**config.mk**
```make
export PLATFORM = sky130hd
export DESIGN_NAME = line_cmd_scheduler
export DESIGN_NICKNAME = d
export VERILOG_FILES = /design/src/rtl/line_cmd_scheduler.sv
export SDC_FILE = /design/constraint.sdc
export NUM_CORES = 1
export LEC_CHECK = 0
export CORE_MARGIN = 2
export CORE_UTILIZATION = 50
export CTS_CLUSTER_DIAMETER = 30
export CTS_CLUSTER_SIZE = 16
export DETAILED_ROUTE_END_ITERATION = 12
export PLACE_DENSITY = 0.7
export SLEW_MARGIN = 20
export SYNTH_ARGS = -nofsm -noshare
export SYNTH_HDL_FRONTEND = slang
export SYNTH_SLANG_ARGS = --single-unit
export TNS_END_PERCENT = 100
```
**constraint.sdc**
```tcl
create_clock -name clk -period 14.2 [get_ports clk]
set_input_delay 2.13 -clock clk [delete_from_list [all_inputs] [get_ports clk]]
set_output_delay 2.13 -clock clk [all_outputs]
set_load 0.1 [all_outputs]
```
**src/rtl/line_cmd_scheduler.sv**
```systemverilog
// Avalon-MM command queue that feeds line jobs to the line drawer one at a time
// over a start/done handshake, with a completed-line counter and an idle interrupt.
module line_cmd_scheduler #(
    parameter int X_W   = 9,
    parameter int Y_W   = 8,
    parameter int COL_W = 3,
    parameter int DEPTH = 8,
    parameter int CNT_W = 16
) (
    input  logic             clk,
    input  logic             reset,
    input  logic [2:0]       avs_address,
    input  logic             avs_write,
    input  logic [31:0]      avs_writedata,
    input  logic             avs_read,
    output logic [31:0]      avs_readdata,
    output logic             drw_start,
    output logic [X_W-1:0]   drw_x0,
    output logic [Y_W-1:0]   drw_y0,
    output logic [X_W-1:0]   drw_x1,
    output logic [Y_W-1:0]   drw_y1,
    output logic [COL_W-1:0] drw_colour,
    input  logic             drw_done,
    output logic             irq
);

    localparam int A_W = $clog2(DEPTH);
    localparam int E_W = 2 * X_W + 2 * Y_W + COL_W;

    typedef enum logic [1:0] {
        IDLE   = 2'd0,
        LAUNCH = 2'd1,
        WAIT   = 2'd2
    } state_t;

    logic [X_W-1:0]   x0_reg, x1_reg;
    logic [Y_W-1:0]   y0_reg, y1_reg;
    logic [COL_W-1:0] col_reg;

    logic [E_W-1:0]   fifo_mem [DEPTH];
    logic [A_W-1:0]   wr_ptr_reg, rd_ptr_reg;
    logic [A_W:0]     count_reg;
    logic             ovf_reg, irq_en_reg;
    state_t           state_reg;
    logic [CNT_W-1:0] line_cnt_reg;

    logic             wr_ctrl, flush, go, full, empty, push, pop;
    logic [E_W-1:0]   head;
    logic [7:0]       fifo_cnt8;
    logic             unused_wd;

    assign wr_ctrl   = avs_write && (avs_address == 3'd0);
    assign flush     = wr_ctrl && avs_writedata[0];
    assign go        = avs_write && (avs_address == 3'd4);
    assign full      = (count_reg == (A_W+1)'(DEPTH));
    assign empty     = (count_reg == '0);
    // Fullness is judged before any same-cycle pop; a flush swallows both push and pop.
    assign push      = go && !full && !flush;
    assign pop       = (state_reg == IDLE) && !empty && !flush;
    assign head      = fifo_mem[rd_ptr_reg];
    assign fifo_cnt8 = 8'(count_reg);
    assign unused_wd = ^avs_writedata;

    always_ff @(posedge clk or posedge reset) begin
        if (reset) begin
            x0_reg     <= '0;
            y0_reg     <= '0;
            x1_reg     <= '0;
            y1_reg     <= '0;
            col_reg    <= '0;
            irq_en_reg <= 1'b0;
            ovf_reg    <= 1'b0;
        end else begin
            if (avs_write && avs_address == 3'd1) begin
                x0_reg <= avs_writedata[X_W-1:0];
                y0_reg <= avs_writedata[16 +: Y_W];
            end
            if (avs_write && avs_address == 3'd2) begin
                x1_reg <= avs_writedata[X_W-1:0];
                y1_reg <= avs_writedata[16 +: Y_W];
            end
            if (avs_write && avs_address == 3'd3)
                col_reg <= avs_writedata[COL_W-1:0];
            if (wr_ctrl)
                irq_en_reg <= avs_writedata[2];
            if (wr_ctrl && avs_writedata[1])
                ovf_reg <= 1'b0;
            else if (go && full && !flush)
                ovf_reg <= 1'b1;
        end
    end

    always_ff @(posedge clk) begin
        if (push)
            fifo_mem[wr_ptr_reg] <= {x0_reg, y0_reg, x1_reg, y1_reg, col_reg};
    end

    always_ff @(posedge clk or posedge reset) begin
        if (reset) begin
            wr_ptr_reg <= '0;
            rd_ptr_reg <= '0;
            count_reg  <= '0;
        end else if (flush) begin
            wr_ptr_reg <= '0;
            rd_ptr_reg <= '0;
            count_reg  <= '0;
        end else begin
            if (push)
                wr_ptr_reg <= wr_ptr_reg + A_W'(1);
            if (pop)
                rd_ptr_reg <= rd_ptr_reg + A_W'(1);
            case ({push, pop})
                2'b10:   count_reg <= count_reg + (A_W+1)'(1);
                2'b01:   count_reg <= count_reg - (A_W+1)'(1);
                default: count_reg <= count_reg;
            endcase
        end
    end

    // The drw_* registers act as the registered read port of the queue.
    always_ff @(posedge clk or posedge reset) begin
        if (reset) begin
            state_reg    <= IDLE;
            drw_start    <= 1'b0;
            drw_x0       <= '0;
            drw_y0       <= '0;
            drw_x1       <= '0;
            drw_y1       <= '0;
            drw_colour   <= '0;
            line_cnt_reg <= '0;
        end else begin
            case (state_reg)
                IDLE: begin
                    drw_start <= 1'b0;
                    if (pop) begin
                        {drw_x0, drw_y0, drw_x1, drw_y1, drw_colour} <= head;
                        drw_start <= 1'b1;
                        state_reg <= LAUNCH;
                    end
                end
                LAUNCH: begin
                    drw_start <= 1'b0;
                    state_reg <= WAIT;
                end
                WAIT: begin
                    drw_start <= 1'b0;
                    if (drw_done) begin
                        line_cnt_reg <= line_cnt_reg + CNT_W'(1);
                        state_reg    <= IDLE;
                    end
                end
                default: begin
                    drw_start <= 1'b0;
                    state_reg <= IDLE;
                end
            endcase
        end
    end

    always_ff @(posedge clk or posedge reset) begin
        if (reset) begin
            irq          <= 1'b0;
            avs_readdata <= '0;
        end else begin
            irq <= irq_en_reg && empty && (state_reg == IDLE);
            if (avs_read) begin
                case (avs_address)
                    3'd0:    avs_readdata <= {16'd0, fifo_cnt8, 3'd0, irq_en_reg,
                                              empty, ovf_reg, full, state_reg != IDLE};
                    3'd5:    avs_readdata <= 32'(line_cnt_reg);
                    default: avs_readdata <= '0;
                endcase
            end else begin
                avs_readdata <= '0;
            end
        end
    end

endmodule

```
After elaboration in Yosys (flattened, before gate mapping) --
Memory sizes are Yosys's and may differ from the RTL's. A register that Yosys moved wholly into a read port is not among the register bits. Cells that the tools add are included.
Storage, ports and cells: output and inout port bits 71, memories kept 1, bits of input ports 40, word-level logic and storage cells 79, bits in writable memories 296, register bits 101
Cells by class: reductions and logical operators 29, add/sub/neg operators 5, multiplexer cells 17, equality and inequality tests 12
Memory list:
- fifo_mem | depth 8, width 37, rd ports 1, clocked after Yosys merged registers in 1, wr ports 1, RTL line 40 | logic [E_W-1:0] fifo_mem [DEPTH];
Operators by type and width (number):
- 32-bit 2-to-1 mux | 1
- 16-bit case mux with 2 select lines | 1
- 16-bit by 1-bit adder with 16-bit output (second input constant) | 1
- 1-bit logical AND | 15
- 3-bit 2-to-1 mux | 4
- 4-bit case mux with 2 select lines | 1
- 2-bit nonzero test | 4
- 3-bit by 1-bit adder with 3-bit output (second input constant) | 2
- 3-bit by 2-bit equality test with 1-bit output (second input constant) | 2
- 3-bit equality test (second input constant) | 2
- 1-bit 2-to-1 mux | 6
- 2-bit case mux with 3 select lines | 1
- 2-bit AND reduction | 3
- 4-bit by 1-bit adder with 4-bit output (second input constant) | 1
- 2-bit by 1-bit equality test with 1-bit output (second input constant) | 2
- 2-bit equality test (second input constant) | 2
- 4-bit equality test (second input constant) | 1
- 4-bit zero test | 1
- 2-bit 2-to-1 mux | 2
- 4-bit 2-to-1 mux | 1
- 2-bit != test (second input constant) | 2
- 4-bit by 1-bit subtractor with 4-bit output (second input constant) | 1
- 3-bit by 1-bit equality test with 1-bit output (second input constant) | 1
- 1-bit zero test | 3
- other kinds (3) | 3

Longest topological paths before layout --
depth after elaboration 8, mapped depth 11, depth with buffers taken out 9

Least setup slack after synthesis --
OpenSTA, ideal clock, no wires.
path kind input-to-reg, start point input port avs_address[1], end point memory fifo_mem[2][0] in the netlist's numbering (enable), required time 13.663 ns, setup slack 6.799 ns, cell stages on the path 3, data arrival time 6.864 ns, path buffers 0, setup time 0.537 ns, path through nor3b_1 -> nand3_1 -> nor4b_1
On the way: longest elaborated chain between the ends 7, elaborated cells on any way between the ends 10, classes of those cells eq/ne (1); mux (2); reduce/logical (7)
RTL lines:
- start: declaration | RTL line 12 | input logic [2:0] avs_address,
- 3-bit zero test | RTL line 52 | assign wr_ctrl = avs_write && (avs_address == 3'd0);
- 1-bit logical AND | RTL line 52
- 1-bit logical AND | RTL line 53 | assign flush = wr_ctrl && avs_writedata[0];
- 1-bit zero test | RTL line 58 | assign push = go && !full && !flush;
- 1-bit logical AND (*) | RTL line 58
- 1-bit 2-to-1 mux (*) | RTL line 94 | if (push)
- 1-bit 2-to-1 mux (implied by the code) (*) | RTL line 95 | fifo_mem[wr_ptr_reg] <= {x0_reg, y0_reg, x1_reg, y1_reg, col_reg};
- end: declaration | RTL line 40
Mark *: on every way between the ends. The rest lies on a longest branch, timed or not.

Worst setup path after layout --
start point input port avs_address[1], end point memory fifo_mem[6][17] in the netlist's numbering (enable)
The elaborated chain is that of the path after synthesis.

==> impl_metrics.csv <==
group,metric,value,unit
global_routing,grt_pass1_vias,8515,
logic_synthesis,yosysMostFrequentCell,"edfxtp_1",
logic_synthesis,ys_ff_latch,418,
setup_path,crit_arrival,4.79,ns
place,place_congestion,0.768,
cts,cts_hold_buf,0,
place,dp.cells,1305,
power_and_ir_drop,peakVddDrop,0.142,mV
logic_synthesis,synth-async-reset-ratio,0.292,
floorplanning,dieArea,33500,sq um
cells_and_area,nFillCells,2155,
cts,postCtsSetupBuffers,0,
logic_synthesis,synth.largest_area_cell,"edfxtp_1",
floorplanning,chipHeight,183,microns
logic_synthesis,ys_types,49,
detailed_routing,drc,0,
global_routing,grt_max_degree,77,
floorplanning,coreArea,31600,sq um
sta,timing.final.crit_share,0.324,
logic_synthesis,yosys-top-cells-count,"edfxtp_1, dfrtp_1, mux4_2",
setup_path,timing.rr.start,"rd_ptr_reg[0]$_DFFE_PP0P_",
cts,clock_latency,0.58,ns
logic_synthesis,synth_top_cells_by_area,"edfxtp_1, dfrtp_1, mux4_2",
sta,hold_viol,0,
job,drv_cap,0,
logic_synthesis,syn_area,16000,sq um
logic_synthesis,ys_seq_area_frac,0.744,
setup_path,start_kind,"input pin",
cts,cts_buffer_depth,3,
cells_and_area,largest_reg_flops,296,
global_routing,overflow,0,
setup_path,rr_worst_depth,4,
cts,cts_tree,"yes",
setup_path,r2r_end,"drw_x1[0]$_DFFE_PP0P_",
sta,timing.fmax,0.217,GHz
sta,layout_min_cycle_time,4.60,ns
hold_path,min_path_cells,1,
detailed_routing,ant_nets,0,
sta,setup_violations,0,
floorplanning,start_util,0.508,
setup_path,rrSetupSlack,11.31,ns
setup_path,path_max_fanout,37,
cells_and_area,layout.area.seq,11900,sq um
cts,cts_num_sinks,418,
cells_and_area,final_nets,1030,
global_routing,antenna_found_initial,1,
global_routing,grt_use_total,0.201,
hold_path,hp-class,"flop to flop",
cts,clk_pin_slew_worst_paths,0.05,ns
logic_synthesis,syn_inst,849,
logic_synthesis,syn_avg_cell_area,18.9,sq um
sta,rsz0062_at_grt,"no",
floorplanning,die_w,183,microns
setup_path,worstSetupPathType,"input pin to flop",
place,portBuffers,79,
detailed_routing,first_pass_iters,5,
setup_path,crit_required,14.39,ns
detailed_routing,wl_per_cell,22.0,microns
logic_synthesis,yosys_warnings,0,
sta,worst_pin_slew,1.02,ns
logic_synthesis,yosysTopAreaCellShare,0.554,
power_and_ir_drop,power,0.00469,W
global_routing,grt_pass1_wl,49900,microns
cells_and_area,multi_input_area,3900,sq um
logic_synthesis,synth-edff-count,296,
cells_and_area,diodes,0,
sta,slew_viol_final,0,
place,hpwl,16600,microns
detailed_routing,routed_via_density,5.52,
sta,clock_skew,0.0274,ns
outcome,status,"complete, no violations",
detailed_routing,dr_total_vias,8019,
cells_and_area,fin_cells,1454,
place,placed_area,17300,sq um
logic_synthesis,synth_flop_cell,"edfxtp_1",
cts,cts_buffers,80,
cells_and_area,drive_above_1_share,0.268,
sta,timing.slew.headroom,0.318,
sta,whs,0.466,ns
sta,setup-tns-final,0,ns
cts,htreeDepth,3,
power_and_ir_drop,leakage,7.27,nW
detailed_routing,drt_wl_total,32000,microns
hold_path,min_to,"line_cnt_reg[15]$_DFFE_PP0P_",
setup_path,end_kind,"flop",
power_and_ir_drop,powerDensity,234,nW/um^2
floorplanning,row_count,65,
cts,cts_root_buf,"clkbuf_16",
cells_and_area,fin_area,20000,sq um
detailed_routing,drtIter0Drc,625,
hold_path,hold_start,"line_cnt_reg[15]$_DFFE_PP0P_",
floorplanning,ios,111,
cells_and_area,syn2layout_area_growth,24.6,%
cts,cts_resized,0,
[placed cells by master, fill, tap and decap left out, types with 7 or more instances in the layout]
master,synthesis,layout
clkbuf_16,0,80
clkbuf_1,17,9
nor2_1,27,26
dfrtp_1,122,119
clkinv_2,0,11
conb_1,1,16
and3_1,11,10
mux4_2,74,74
mux2_2,40,40
clkinvlp_4,0,14
mux2i_1,40,40
buf_4,17,17
xnor2_1,12,12
xor2_1,8,8
nand2_1,52,51
clkdlybuf4s50_1,0,79
a22oi_1,9,9
clkinv_1,0,10
nand3_1,7,7
bufinv_16,0,7
o21ai_0,42,42
edfxtp_1,296,296
[how the worst max path moves through the flow]
| stage | start | to | cells after the start |
|---|---|---|---|
| after detailed placement | avs_address[2] | count_reg[2]$_DFFE_PP0P_ | 9 |
| final | avs_address[1] | fifo_mem[6][17]$_DFFE_PP_ | 6 |
| after global routing | avs_address[2] | count_reg[2]$_DFFE_PP0P_ | 9 |
| after global placement | avs_address[2] | count_reg[2]$_DFFE_PP0P_ | 9 |
| after CTS | avs_address[2] | count_reg[2]$_DFFE_PP0P_ | 9 |
| after floorplan | avs_address[1] | fifo_mem[2][0]$_DFFE_PP_ | 3 |
[final cells by class]
class,instances,share of cell area
clock inverters,58,0.0317
well taps,402,0.0252
inverters,4,0.00100
clock buffers,91,0.103
repair buffers,96,0.0459
multi-input cells,385,0.195
flip-flops and latches,418,0.598
[worst max-delay path: stages]
cell             delay [ns]
clkdlybuf4s50_1        0.58
nor3b_1                0.75
and3_2                 0.36
nand2_1                0.18
nor3b_2                0.22
buf_4                  0.54
[stage by stage]
step,setup WS (ns),util
final,9.60,0.633
after global placement,8.95,0.548
after CTS,9.58,0.633
after floorplan,6.80,-
after detailed placement,8.96,0.548
after global routing,9.26,0.633
[kinds of logic after synthesis]
kind of cell / count (synthesis) / share of synthesized area
XOR/XNOR: 20 / 0.0109
flip-flops: 418 / 0.744
buffers and inverters: 61 / 0.0199
adder cells (fa/ha/maj): 5 / 0.00390
AO/OA/AOI/OAI: 61 / 0.0232
AND/OR/NAND/NOR: 129 / 0.0404
other: 1 / 0.000234
multiplexers: 154 / 0.157
[metal layers]
metal  vias to the layer above  wire length (microns)  GRT usage
met5                         -                     13          0
met4                         2                    623     0.0726
met1                      4140                  13500      0.264
met3                        56                   1660     0.0407
li1                       3588                      -          -
met2                       233                  16200      0.335
[power breakdown]
group / switching, W / internal [W]
Sequential: 0.000170 / 0.00148
Combinational: 0.000770 / 0.000431
Clock: 0.000644 / 0.00119
No activity file was read; power rests on OpenSTA's default activity.
==> RTL edit 1, RTL diff (same flow settings) <==
The parameter `X_W` goes from 9 to 8.
--- a/src/rtl/line_cmd_scheduler.sv
+++ b/src/rtl/line_cmd_scheduler.sv
@@ -1,7 +1,7 @@
 // Avalon-MM command queue that feeds line jobs to the line drawer one at a time
 // over a start/done handshake, with a completed-line counter and an idle interrupt.
 module line_cmd_scheduler #(
-    parameter int X_W   = 9,
+    parameter int X_W   = 8,
     parameter int Y_W   = 8,
     parameter int COL_W = 3,
     parameter int DEPTH = 8,
Ports: changed (resized drw_x0 and drw_x1); port bits go from 111 to 109. The function was not compared with the original's and may differ.
==> RTL edit 1 against the unedited design <==
Synthesized cell count fell by 4.1%; utilization rose by 0.30 points; sequential power fell by 4%; worst setup slack got worse by 190 ps; sequential cell count fell by 20; total power barely moved; synthesized area fell by 4.3%; cell area fell by 3.1%; first-iteration DRC count fell by 9.1%; wire length fell by 0.70%.
==> RTL edit 1: results (changes against the unedited design) <==
top cells by count, synth=edfxtp_1 (280), dfrtp_1 (118), mux4_2 (70); initial antenna violation count=0 (-1); Mapped Avg Cell Area=18.9 µm² (-0.17%); Placed Instance Area=16,600 µm² (-4.2%); Crit Path Max Fanout=27 (-27%); Slew @ Worst Pin=1160 ps (+137 ps); share of layout cells above drive strength 1=0.271 (+0.00277); Net count, final=989 (-4.0%); Placer Congestion=0.771 (+0.44%); largest net degree at the start of global routing=74 (-3.9%); Post-synth EDFFs=280 (-5.4%); Switch Pwr=1560 µW (-1.3%); met2 usage=0.341 (+0.00572); gr usage total=0.209 (+0.00830); CTS Buf Count=76 (-5.0%); outcome=complete, no violations; R2R Setup Slk=11,110 ps (-200 ps); routed wire length=31.8 mm (-0.70%); drt wl/cell=22.6 µm (+2.8%); Via Count=7,771 (-3.1%); first-pass GRT wire length=49.0 mm (-1.8%); # port buffers=76 (-3.8%); Layout Skew=27.4 ps (+0.0687 ps); Largest register FFs=280 (-5.4%); met1 Usage GRT=0.285 (+0.0212); LEAKAGE=0.00704 µW (-3.2%); vias in the first global route=8,305 (-2.5%); CP max stage cell=nor3_2; DRT iter0 DRCs=568 (-9.1%); placed insts=1,262 (-3.3%); # fillers=2,024 (-6.1%); post-synthesis sequential area ratio=0.740 (-0.00451); fraction of registers with async set/reset=0.296 (+0.00462); Min Hold Slack=456 ps (-9.64 ps); Max VDD drop=0.000186 V (+31%); cells on worst reg2reg path=10 (+6); Unique masters post-synth=51 (+4.1%); Crit path arrival time=5000 ps (+210 ps); capture point of the worst reg-to-reg path=count_reg[3]; post-DP HPWL=16.1 mm (-3.0%); GR Util met3=0.0360 (-0.00466); Reg-to-Reg Start=count_reg[1]
RTL edit 1: cell types whose count changed after synthesis, sizes merged, moves of 4 or more:
cell	change
o21ai	-40
mux4	-4
a21oi	+37
edfxtp	-16
clkbuf	+5
nand2	-33
nand3	-5
nor2	+38
buf	-8
dfrtp	-4
RTL edit 1: how the worst max path moves through the flow:
stage | startpoint | end | slack, ps | cells past startpoint
after floorplan | avs_address[0] | fifo_mem[0][0] | 7500 | 4
after global placement | avs_address[1] | fifo_mem[5][6] | 8870 | 5
after detailed placement | avs_address[1] | fifo_mem[5][6] | 8770 | 5
after CTS | avs_address[1] | fifo_mem[5][27] | 9360 | 5
after global routing | avs_address[1] | count_reg[3] | 9170 | 11
final | avs_address[1] | fifo_mem[5][27] | 9410 | 5
RTL edit 1: metrics by stage:
step | power (µW) | util | setup slack, ps
3_5_place_dp | 2810 | 0.544 | 8770
5_1_grt | 4880 | 0.636 | 9170
6_report | 4690 | 0.636 | 9410
4_1_cts | 4730 | 0.636 | 9360
2_1_floorplan | 2520 | - | 7500
3_3_place_gp | 2790 | 0.544 | 8870
RTL edit 1: layout make-up:
class / instances / area [µm²] / share of cell area
Timing Repair Buffer: 91 / 873 / 0.0451
Inverter: 2 / 12.5 / 0.000646
Tap cell: 396 / 495 / 0.0256
Clock buffer: 89 / 1990 / 0.103
Clock inverter: 53 / 808 / 0.0417
Sequential cell: 398 / 11400 / 0.587
Multi-Input combinational cell: 375 / 3820 / 0.197
RTL edit 1: per-layer routing:
layer	wire length (µm)	share of wire	vias up
met5	0	0	-
li1	-	-	3414
met4	751	0.024	0
met2	15900	0.50	238
met3	1480	0.047	62
met1	13600	0.43	4057
RTL edit 1: logic make-up after synthesis:
group	share of synthesized area
AO/OA/AOI/OAI	0.0221
XOR/XNOR	0.0143
adder cells (fa/ha/maj)	0.00407
buffers and inverters	0.0196
flip-flops	0.740
multiplexers	0.155
other	0.000244
AND/OR/NAND/NOR	0.0444
RTL edit 1: worst register-to-register path: stages (launching register included):
cell       delay [ps]
dfrtp_1           540
nor4_4            580
a211oi_4           70
buf_4             390
and2_1            330
ha_1              340
a31oi_1           120
a2111oi_2         320
a41oi_2            90
xor2_1            150
nor2_1             50
RTL edit 1: power groups by stage:
stage	sequential [µW]	combinational [µW]	clock (µW)
final	1580	1220	1900
after global routing	1600	1300	1980
after CTS	1580	1230	1920
after floorplan	1890	630	0
after global placement	1590	1210	0
after detailed placement	1590	1220	0
==> RTL edit 2, RTL diff (config.mk and constraints unchanged) <==
Made on the original files. The output `irq` loses its register stage (`irq` becomes a continuous assignment).
--- a/src/rtl/line_cmd_scheduler.sv
+++ b/src/rtl/line_cmd_scheduler.sv
@@ -159,10 +159,8 @@
 
     always_ff @(posedge clk or posedge reset) begin
         if (reset) begin
-            irq          <= 1'b0;
             avs_readdata <= '0;
         end else begin
-            irq <= irq_en_reg && empty && (state_reg == IDLE);
             if (avs_read) begin
                 case (avs_address)
                     3'd0:    avs_readdata <= {16'd0, fifo_cnt8, 3'd0, irq_en_reg,
@@ -176,5 +174,7 @@
         end
     end
 
+    assign irq = irq_en_reg && empty && (state_reg == IDLE);
+
 endmodule
 
Formal check against the unedited RTL: not equivalent (Yosys sat finds a counterexample within 4 cycles, from zero or initial values and one cycle with reset high).
==> RTL edit 2 against the unedited design <==
Combinational power about the same; synthesized area decreased by 0.16%; total power down 0.69%; utilization shrank 0.40 points; worst setup slack worse by 650 ps; cell area is 0.64% lower; sequential cell count decreased by 1; critical path depth did not move; count of clock-buffer cells in the layout is 1 lower; wire length rose by 0.37%; largest power group unchanged.
==> RTL edit 2: results (changes against the unedited design) <==
Crit Path Max Fanout=29 (-22%); Slew @ Worst Pin=1020 ps (+3.57 ps); dominant cells by area after synthesis=edfxtp_1 (55%), dfrtp_1 (19%), mux4_2 (10%), mux2_2 (2.8%), mux2i_1 (2.5%); diode count=0 (unchanged); CTS Root Buffer Type=clkbuf_16; Crit path arrival time=5420 ps (+630 ps); fraction of registers with async set/reset=0.290 (-0.00170); placed insts=1,302 (-0.23%); 1st-pass router iterations=5 (unchanged); Gates resized, CTS repair=0 (unchanged); gr usage total=0.201 (+0.000443); initial antenna violation count=0 (-1); post-DP HPWL=16.6 mm (about the same); Net count, final=1,020 (-0.97%); first-pass GRT wire length=50.4 mm (+0.95%); Via Count=8,071 (+0.65%); synthesized instance count=848 (-0.12%); CP max stage cell=nor3b_2; DRT iter0 DRCs=523 (-16%); Layout Cells excl Fill=1,434 (-1.4%); Max VDD drop=0.000139 V (-2.2%); CTS Buf Count=72 (-10%); ys flop type=edfxtp_1; # fillers=2,167 (+0.56%); share of layout cells above drive strength 1=0.266 (-0.00159); outcome=complete, no violations; Crit path largest cell delay=770 ps (+20 ps); LEAKAGE=0.00725 µW (-0.23%); post-synthesis sequential area ratio=0.744 (about the same); Placer Congestion=0.761 (-0.86%); vias in the first global route=8,569 (+0.63%); worst skew pair latency=550 ps (-30 ps); routed wire length=32.1 mm (+0.37%); Layout Skew=22.3 ps (-5.07 ps); Synth Warn #=0 (unchanged); top cells by count, synth=edfxtp_1 (296), dfrtp_1 (121), mux4_2 (74)
==> RTL edit 2: cells by family after synthesis <==
kind of cell / Yosys count / synth area share
compound gates: 61 / 0.0233
xor+xnor: 20 / 0.0109
fa+ha+maj: 5 / 0.00391
buf+inv: 61 / 0.0199
flops: 417 / 0.744
mux: 154 / 0.157
other cells: 1 / 0.000234
simple gates: 129 / 0.0405
==> RTL edit 2: final timing paths <==
kind,startpoint,end,slack [ps],cells after the start
max,avs_address[1],fifo_mem[5][14],8950,6
min,line_cnt_reg[15],line_cnt_reg[15],470,1
max reg2reg,count_reg[1],fifo_mem[5][14],11180,5
min reg2reg,line_cnt_reg[15],line_cnt_reg[15],470,1
max in group asynchronous,reset,rd_ptr_reg[0],10800,3
min in group asynchronous,reset,line_cnt_reg[10],2020,2
==> RTL edit 2: area by class of cell <==
| class | instances | area share |
|---|---|---|
| flip-flops and latches | 417 | 0.600 |
| multi-input cells | 385 | 0.197 |
| clock buffers | 90 | 0.101 |
| repair buffers | 95 | 0.0469 |
| clock inverters | 41 | 0.0285 |
| well taps | 402 | 0.0253 |
| inverters | 4 | 0.00101 |
==> RTL edit 2: power by group <==
part,internal (µW),switching (µW),leakage [µW],total [µW]
Sequential,1480,175,0.00419,1650
Clock,1220,571,0.00126,1800
Combinational,438,766,0.00180,1200
Total,3140,1510,0.00725,4650
==> RTL edit 2: worst register-to-register path, stage by stage, from the launching register on <==
cell     delay [ps]
dfrtp_1         560
or4b_4          240
and3_2          240
nand2_1         230
nor3b_2         770
buf_4           580
==> RTL edit 2: per-stage QoR <==
| stage | hold WS (ps) | cell area [µm²] | worst slack [ps] |
|---|---|---|---|
| after floorplan | 434 | 16100 | 6800 |
| after global placement | 456 | 17200 | 8320 |
| after detailed placement | 460 | 17200 | 8250 |
| after CTS | 471 | 19800 | 8800 |
| after global routing | 499 | 19900 | 8660 |
| final | 466 | 19900 | 8950 |
==> RTL edit 2: per-layer routing <==
| metal | global-route usage | routed length, µm | vias to the layer above | share of wire |
|---|---|---|---|---|
| met3 | 0.0437 | 1890 | 65 | 0.059 |
| met4 | 0.0733 | 823 | 0 | 0.026 |
| li1 | - | - | 3549 | - |
| met1 | 0.273 | 13700 | 4188 | 0.43 |
| met5 | 0 | 0 | - | 0 |
| met2 | 0.325 | 15700 | 269 | 0.49 |
